--- src/rtl/axis_arb_pkg.sv ---
// -----------------------------------------------------------------------------
// axis_arb_pkg
// Shared types and constants for the AXI-Stream frame arbiter.
//   arb_state_e : arbiter FSM states (IDLE, XFER)
//   STATS_W     : width of the optional frame/beat statistics counters
//   grant_w()   : width of a source index for a given number of sources
// -----------------------------------------------------------------------------
package axis_arb_pkg;

    typedef enum logic {
        IDLE = 1'b0,
        XFER = 1'b1
    } arb_state_e;

    localparam int STATS_W = 16;

    function automatic int grant_w(input int n);
        return (n > 1) ? $clog2(n) : 1;
    endfunction

endpackage

--- src/rtl/axis_rr_select.sv ---
// -----------------------------------------------------------------------------
// axis_rr_select
// Combinational round-robin picker. Returns the first set request bit found
// scanning upward from rr_ptr, wrapping from NUM_SRC-1 back to 0.
// Ports:
//   req     in  NUM_SRC   request vector
//   rr_ptr  in  GRANT_W   index that has highest priority this round
//   grant   out GRANT_W   selected index (0 when no request)
//   any_req out 1         at least one request bit set
// -----------------------------------------------------------------------------
module axis_rr_select
    import axis_arb_pkg::*;
#(
    parameter int NUM_SRC = 4,
    parameter int GRANT_W = grant_w(NUM_SRC)
) (
    input  logic [NUM_SRC-1:0] req,
    input  logic [GRANT_W-1:0] rr_ptr,
    output logic [GRANT_W-1:0] grant,
    output logic               any_req
);

    // One extra bit so rr_ptr + offset cannot overflow before the wrap.
    logic [GRANT_W:0] idx;

    always_comb begin
        grant   = '0;
        any_req = |req;
        idx     = '0;
        // Walk offsets from farthest to nearest so the nearest requester
        // at or above rr_ptr is the last (winning) assignment.
        for (int k = NUM_SRC - 1; k >= 0; k--) begin
            idx = {1'b0, rr_ptr} + (GRANT_W + 1)'(k);
            if (idx >= (GRANT_W + 1)'(NUM_SRC)) begin
                idx = idx - (GRANT_W + 1)'(NUM_SRC);
            end
            if (req[idx[GRANT_W-1:0]]) begin
                grant = idx[GRANT_W-1:0];
            end
        end
    end

endmodule

--- src/rtl/axis_frame_arbiter.sv ---
// -----------------------------------------------------------------------------
// axis_frame_arbiter
// Frame-level round-robin arbiter sharing one AXI-Stream output among NUM_SRC
// sources. A granted source owns the output until its tlast beat is accepted.
// Optional statistics counters are enabled with `define AXIS_ARB_STATS_EN.
// Ports:
//   clk, rst                 clock, asynchronous active-high reset
//   s_axis_tdata/tvalid/
//   tlast/tuser  in          packed per-source streams (source i in slice i)
//   s_axis_tready out        per-source ready (only granted source in XFER)
//   m_axis_tdata/tvalid/
//   tlast/tuser  out         output stream (pass-through of granted source)
//   m_axis_tready in         downstream ready
//   grant_id     out         current/last granted source
//   busy         out         high while in XFER
//   frame_cnt    out         (AXIS_ARB_STATS_EN) accepted frames, wrapping
//   beat_cnt     out         (AXIS_ARB_STATS_EN) beats of current frame, saturating
// -----------------------------------------------------------------------------
module axis_frame_arbiter
    import axis_arb_pkg::*;
#(
    parameter  int DATA_WIDTH = 32,
    parameter  int NUM_SRC    = 4,
    localparam int GRANT_W    = grant_w(NUM_SRC)
) (
    input  logic                          clk,
    input  logic                          rst,
    input  logic [NUM_SRC*DATA_WIDTH-1:0] s_axis_tdata,
    input  logic [NUM_SRC-1:0]            s_axis_tvalid,
    input  logic [NUM_SRC-1:0]            s_axis_tlast,
    input  logic [NUM_SRC-1:0]            s_axis_tuser,
    output logic [NUM_SRC-1:0]            s_axis_tready,
    output logic [DATA_WIDTH-1:0]         m_axis_tdata,
    output logic                          m_axis_tvalid,
    output logic                          m_axis_tlast,
    output logic                          m_axis_tuser,
    input  logic                          m_axis_tready,
    output logic [GRANT_W-1:0]            grant_id,
    output logic                          busy
`ifdef AXIS_ARB_STATS_EN
    ,
    output logic [STATS_W-1:0]            frame_cnt,
    output logic [STATS_W-1:0]            beat_cnt
`endif
);

    arb_state_e         state_q, state_d;
    logic [GRANT_W-1:0] grant_q, grant_d;
    logic [GRANT_W-1:0] rr_ptr_q, rr_ptr_d;

    logic [GRANT_W-1:0] pick;
    logic               any_req;
    logic               beat_acc;

    axis_rr_select #(
        .NUM_SRC (NUM_SRC),
        .GRANT_W (GRANT_W)
    ) u_rr_select (
        .req     (s_axis_tvalid),
        .rr_ptr  (rr_ptr_q),
        .grant   (pick),
        .any_req (any_req)
    );

    // Output mux. Driven from registered state only, so an async reset
    // drops the output in the same cycle it asserts.
    always_comb begin
        m_axis_tdata  = '0;
        m_axis_tvalid = 1'b0;
        m_axis_tlast  = 1'b0;
        m_axis_tuser  = 1'b0;
        s_axis_tready = '0;
        if (state_q == XFER) begin
            for (int i = 0; i < NUM_SRC; i++) begin
                if (grant_q == GRANT_W'(i)) begin
                    m_axis_tdata     = s_axis_tdata[i*DATA_WIDTH +: DATA_WIDTH];
                    m_axis_tvalid    = s_axis_tvalid[i];
                    m_axis_tlast     = s_axis_tlast[i];
                    m_axis_tuser     = s_axis_tuser[i];
                    s_axis_tready[i] = m_axis_tready;
                end
            end
        end
    end

    assign beat_acc = m_axis_tvalid & m_axis_tready;

    // Next-state logic
    always_comb begin
        state_d  = state_q;
        grant_d  = grant_q;
        rr_ptr_d = rr_ptr_q;
        case (state_q)
            IDLE: begin
                if (any_req) begin
                    grant_d = pick;
                    state_d = XFER;
                end
            end
            XFER: begin
                if (beat_acc && m_axis_tlast) begin
                    state_d  = IDLE;
                    rr_ptr_d = (grant_q == GRANT_W'(NUM_SRC - 1)) ? '0
                                                                  : grant_q + 1'b1;
                end
            end
            default: begin
                state_d = IDLE;
            end
        endcase
    end

    always_ff @(posedge clk or posedge rst) begin
        if (rst) begin
            state_q  <= IDLE;
            grant_q  <= '0;
            rr_ptr_q <= '0;
        end else begin
            state_q  <= state_d;
            grant_q  <= grant_d;
            rr_ptr_q <= rr_ptr_d;
        end
    end

    assign grant_id = grant_q;
    assign busy     = (state_q == XFER);

`ifdef AXIS_ARB_STATS_EN
    logic [STATS_W-1:0] frame_cnt_q, frame_cnt_d;
    logic [STATS_W-1:0] beat_cnt_q, beat_cnt_d;

    always_comb begin
        frame_cnt_d = frame_cnt_q;
        beat_cnt_d  = beat_cnt_q;
        if (state_q == IDLE && any_req) begin
            beat_cnt_d = '0;
        end else if (beat_acc && beat_cnt_q != '1) begin
            beat_cnt_d = beat_cnt_q + 1'b1;
        end
        if (beat_acc && m_axis_tlast) begin
            frame_cnt_d = frame_cnt_q + 1'b1;
        end
    end

    always_ff @(posedge clk or posedge rst) begin
        if (rst) begin
            frame_cnt_q <= '0;
            beat_cnt_q  <= '0;
        end else begin
            frame_cnt_q <= frame_cnt_d;
            beat_cnt_q  <= beat_cnt_d;
        end
    end

    assign frame_cnt = frame_cnt_q;
    assign beat_cnt  = beat_cnt_q;
`endif

endmodule

--- config.mk ---
export PLATFORM = sky130hd
export DESIGN_NAME = axis_frame_arbiter
export DESIGN_NICKNAME = d
export VERILOG_FILES = /design/src/rtl/axis_arb_pkg.sv /design/src/rtl/axis_rr_select.sv /design/src/rtl/axis_frame_arbiter.sv
export SDC_FILE = /design/constraint.sdc
export NUM_CORES = 1
export LEC_CHECK = 0
export CORE_MARGIN = 2
export CORE_UTILIZATION = 27
export DETAILED_ROUTE_END_ITERATION = 8
export GPL_ROUTABILITY_DRIVEN = 0
export PLACE_DENSITY_LB_ADDON = 0.1
export SLEW_MARGIN = 25
export SYNTH_ARGS = -nofsm -noshare
export SYNTH_HDL_FRONTEND = slang
export SYNTH_SLANG_ARGS = --single-unit
--- constraint.sdc ---
create_clock -name clk -period 1.98 [get_ports clk]
set_input_delay 0.198 -clock clk [delete_from_list [all_inputs] [get_ports clk]]
set_output_delay 0.198 -clock clk [all_outputs]
set_load 0.02 [all_outputs]
# Word-level counts from Yosys, hierarchy flattened
# Index checks and enable logic that the tools add are counted.
# word_totals
inputBits	143
out_inout_bits	42
register_bits	5
word_cells	74
# op_classes
mux	45
eq_ne	3
add_sub_neg	8
magnitude_cmp	8
bitwise_logic	2
reduce_logical	5
# op_table
cell	n
$mux 32	5
$mux 1	25
$mux 2	9
$lt 2x3->1 const B	4
$ge 3x3->1 const B	3
$bmux 1 s2	4
$sub 2x1->2 const B	4
$add 2x2->3 const B	2
$eq 2x2->1 const B	2
$mux 4	1
$reduce_and 2->1	2
$reduce_or 4->1	1
$add 2x1->3 const B	1
$ge 2x3->1 const B	1
$add 2x1->2 const B	1
$eq 2x1->1 const B	1
$logic_not 2->1	1
$pmux 1 s2	1
$and 1x1->1	1
$logic_and 1x1->1	1
$not 1->1	1

# Depth between registers and ports, before layout
# Gate-level depths: netlist of run 1.
# depth
ltp_word	10
depth_mapped	8
ltp_nobuf	6

# By module
# Synthesis of run 1 repeated with hierarchy kept, for this count alone.
# unflattened
hier_cells	220
hier_area_um2	1699.1
# by_module_without_submodules
module	n_inst	seq_area_each_um2	cells_each	area_each_um2
axis_frame_arbiter	1	125.1	207	1621.6
axis_rr_select	1	0.0	13	77.6

# Worst setup path before layout of run 1
# OpenSTA, ideal clock, no wires.
# synth_path
path_kind	register to output
startpoint	register grant_q[0] (netlist: grant_id[0])
endpoint	output port m_axis_tdata[22]
slack_ns	-0.041
t_arrival_ns	1.823
stages_incl_launch_ff	9
path_buffers	2
cell_sequence	dfrtp_1 > inv_1 > ha_1 > nor2b_1 > buf_2 > buf_2 > a221oi_1 > a21oi_1 > a22o_1
# synth_between
elab_chain_cells	6
# synth_lines
item	line_no	text
start, declared	axis_frame_arbiter.sv:48	logic [GRANT_W-1:0] grant_q, grant_d;
start signal, assigned	axis_frame_arbiter.sv:120	grant_q <= grant_d;
$logic_not 2->1	axis_frame_arbiter.sv:75	if (grant_q == GRANT_W'(i)) begin
$mux 32 (3 in series)	axis_frame_arbiter.sv:75	
$mux 32 (*)	axis_frame_arbiter.sv:75	
$mux 32 (*)	axis_frame_arbiter.sv:73	if (state_q == XFER) begin
end, declared	axis_frame_arbiter.sv:33	output logic [DATA_WIDTH-1:0] m_axis_tdata,
# Mark *: on every way between the ends. The rest lies on a longest branch, timed or not.

# Worst setup path in the final report of run 1
# layout_path
startpoint	register grant_q[1] (netlist: grant_id[1])
endpoint	output port m_axis_tdata[14]
# Same word-level chain as after synthesis.

==> results of run 1 <==
-- power by group --
part	internal (mW)	switching, mW	total, mW
logic	3.73	3.07	6.81
clock network	0.139	0.0548	0.193
registers	0.152	0.0525	0.204
total	4.02	3.18	7.20
-- area by class of cell --
class / count / area (sq um) / area share, %
inverter: 37 / 141 / 3.19
sequential: 5 / 128 / 2.88
timing repair buffer: 240 / 2570 / 58.0
clock buffer: 4 / 45.0 / 1.02
multi-input combinational: 147 / 1460 / 32.9
tap: 72 / 90.1 / 2.03
-- through the flow --
stage	setup WS, ns	TNS, ns	hold slack [ns]	cells	instance area (sq um)
final	-0.145	-3.34	0.176	505	4430
after detailed placement	-0.353	-10.51	0.420	478	3700
after global placement	-0.318	-8.93	0.418	478	3700
after floorplan	0.0428	0	-0.0236	215	1560
after CTS	-0.145	-2.33	0.186	495	4080
after global routing	-0.205	-5.55	0.195	505	4430
-- timing repair --
action                                  4_1_cts  5_1_grt
pin swaps                                    20       32
gates resized for setup                     219       66
setup buffers                                10       12
gates cloned                                  3        1
endpoints found under the setup margin       39       39
-- cells in the final DEF, fill, tap and decap left out, types with 2 or more instances in the layout --
master / netlist / layout
clkdlybuf4s50_1: 0 / 145
buf_6: 1 / 47
inv_1: 37 / 35
a22o_1: 33 / 33
a21oi_1: 36 / 32
a221oi_2: 12 / 28
buf_4: 2 / 26
buf_12: 0 / 9
nand2_1: 4 / 4
a221oi_4: 0 / 4
a21oi_2: 0 / 4
and3_1: 4 / 4
ha_4: 0 / 4
buf_8: 0 / 4
o21ai_1: 3 / 3
dfrtp_1: 5 / 3
clkbuf_8: 0 / 3
dlygate4sd2_1: 0 / 3
nor2_1: 2 / 2
and2_1: 3 / 2
nand2b_1: 2 / 2
a211oi_1: 2 / 2
nor2b_1: 4 / 2
mux2_1: 3 / 2
mux2_4: 0 / 2
buf_16: 0 / 2
dfrtp_2: 0 / 2
-- kinds of logic after synthesis --
| logic type | after synthesis | synth area share, % |
|---|---|---|
| buffers and inverters | 63 | 16.9 |
| flip-flops | 5 | 8.03 |
| adder cells (fa/ha/maj) | 4 | 3.21 |
| multiplexers | 4 | 2.89 |
| AO/OA/AOI/OAI | 111 | 57.8 |
| AND/OR/NAND/NOR | 28 | 11.1 |
-- metal layers --
metal | GRT usage (%) | wire [microns] | up-vias | part of all wire, %
met5 | 0 | 0 | - | 0
met4 | 8.64 | 317 | 0 | 3.4
met3 | 5.20 | 647 | 25 | 6.9
met2 | 51.1 | 4800 | 120 | 52
met1 | 28.2 | 3560 | 1245 | 38
li1 | - | - | 1266 | -
-- path summary, 6_finish.rpt --
kind / start / to
worst max-delay path: grant_id[1]$_DFFE_PP0P_ / m_axis_tdata[14]
worst min-delay path: rst / rr_ptr_q[1]$_DFFE_PP0P_
worst max register to register: grant_id[0]$_DFFE_PP0P_ / rr_ptr_q[1]$_DFFE_PP0P_
worst min register to register: rr_ptr_q[0]$_DFFE_PP0P_ / rr_ptr_q[0]$_DFFE_PP0P_
max in group asynchronous: rst / grant_id[0]$_DFFE_PP0P_
min in group clk: rr_ptr_q[0]$_DFFE_PP0P_ / rr_ptr_q[0]$_DFFE_PP0P_
-- sequential cells by signal (all words and copies together) (netlist names) --
name      cells
grant_id      2
rr_ptr_q      2
busy          1
==> results.cfg, run 1 <==
[floorplan]
die_h_microns = 80.0
num_rows = 27
die_area_sq_um = 6390
pin_count = 185
die_w_microns = 80.0
initial_utilization_pct = 28.1
coreArea_sq_um = 5540

[clocking]
cts_buffers = 3
clkTransAtPathRegs_ns = 0.04
cts_root_buffer = clkbuf_8
cts_tree = done
clock_latency_ns = 0.23
clockBufferDepth = 2
holdBufCountCts = 0
clkSinkCount = 5
h-tree-depth = 1

[power_and_ir_drop]
ir_worst_vdd_v = 0.00143
total_power_mw = 7.20
p_leak_nw = 1.97
power-per-cell-area_nw_per_um2 = 1620

[critical_path]
worst_path_most_repeated_cell = buf_6
required_ns = 1.78
cp-start-kind = register
path_delay_family = compound AO/OA/AOI/OAI gates
crit_arrival_ns = 1.93
rrSetupSlack_ns = -0.09
path_cells = inv_4, ha_4, nor2b_4, buf_6, buf_8, a221oi_2, a21oi_2, a22o_1, buf_6
reg2regPathDepth = 8
worstPathMaxFanout = 6
crit_path_max_incr_delay_ns = 0.42
crit_path_top_delay_cell = dfrtp_2
crit_path_end_kind = primary output
path_depth = 9
critical_path_buf_inv_count = 4
critPathKind = reg -> out

[yosys]
synth.distinct_cells = 34
synth_top_area_cell = a22o_1
seq_area_frac_synth_pct = 8.03
syn_area_sq_um = 1560
async_reset_ff_share_pct = 100
synth_seq_cells = 5
yosys.cell_count.top_type = inv_1
synth_area_leaders = a22o_1, a221oi_1, a21oi_1, a221oi_2, inv_1
ys.flop_type = dfrtp_1
syn_inst = 215
synth_top_area_share_pct = 18.6
syn_avg_cell_area_sq_um = 7.25
yosys_warnings = 0
synth_edf_count = 0
syn_nets = 362
synthTopCellsByCount = inv_1, a21oi_1, a22o_1

[worst_hold_path]
min_path_type = in -> async

[sta]
finalCritPeriodShare_pct = 107
slew_violations = 0
final-hold-violation-count = 0
max_freq_ghz = 0.471
fin_skew_ns = 0.00151
final-setup-viol-count = 36
setup_ws_ns = -0.145
grt_setup_unrepaired = true
period_minus_slack_ns = 2.12
tightest_slew_ns = 0.238
slew_headroom_pct = 84.0

[detailed_routing]
drcViolationCount = 0
vias = 2656
routedWlPerCell_microns = 18.5
firstDrtPassIters = 4
drtIter0Drc = 46
wl_microns = 9330
vias_per_cell = 5.26
ant_nets = 0

[global_routing]
grt_pass1_wl_microns = 13300
grt_usage_pct = 26.4
gr-total-overflow = 0
grt_pass1_vias = 2661
antenna_found_initial = 0
grt_max_degree = 23

[finish]
drive_gt1_share_pct = 34.4
antenna_cells = 0
fill_cells = 397
finish.utilization_pct = 80.0
nNetsFinal = 581
area_growth_pct = 185

[outcome]
status = finished, violations left
violations = negative setup slack

[placement]
place_hpwl_microns = 6710
numPortBuffers = 184

[flow_run]
max_cap_viol_count = 0
No activity file was read; power rests on OpenSTA's default activity.
==> run 2: changes to the inputs <==
- SLEW_MARGIN: 25 -> unset
==> results of run 2 <==
Same layout as run 1: the final DEF is identical, and so are final timing and power.
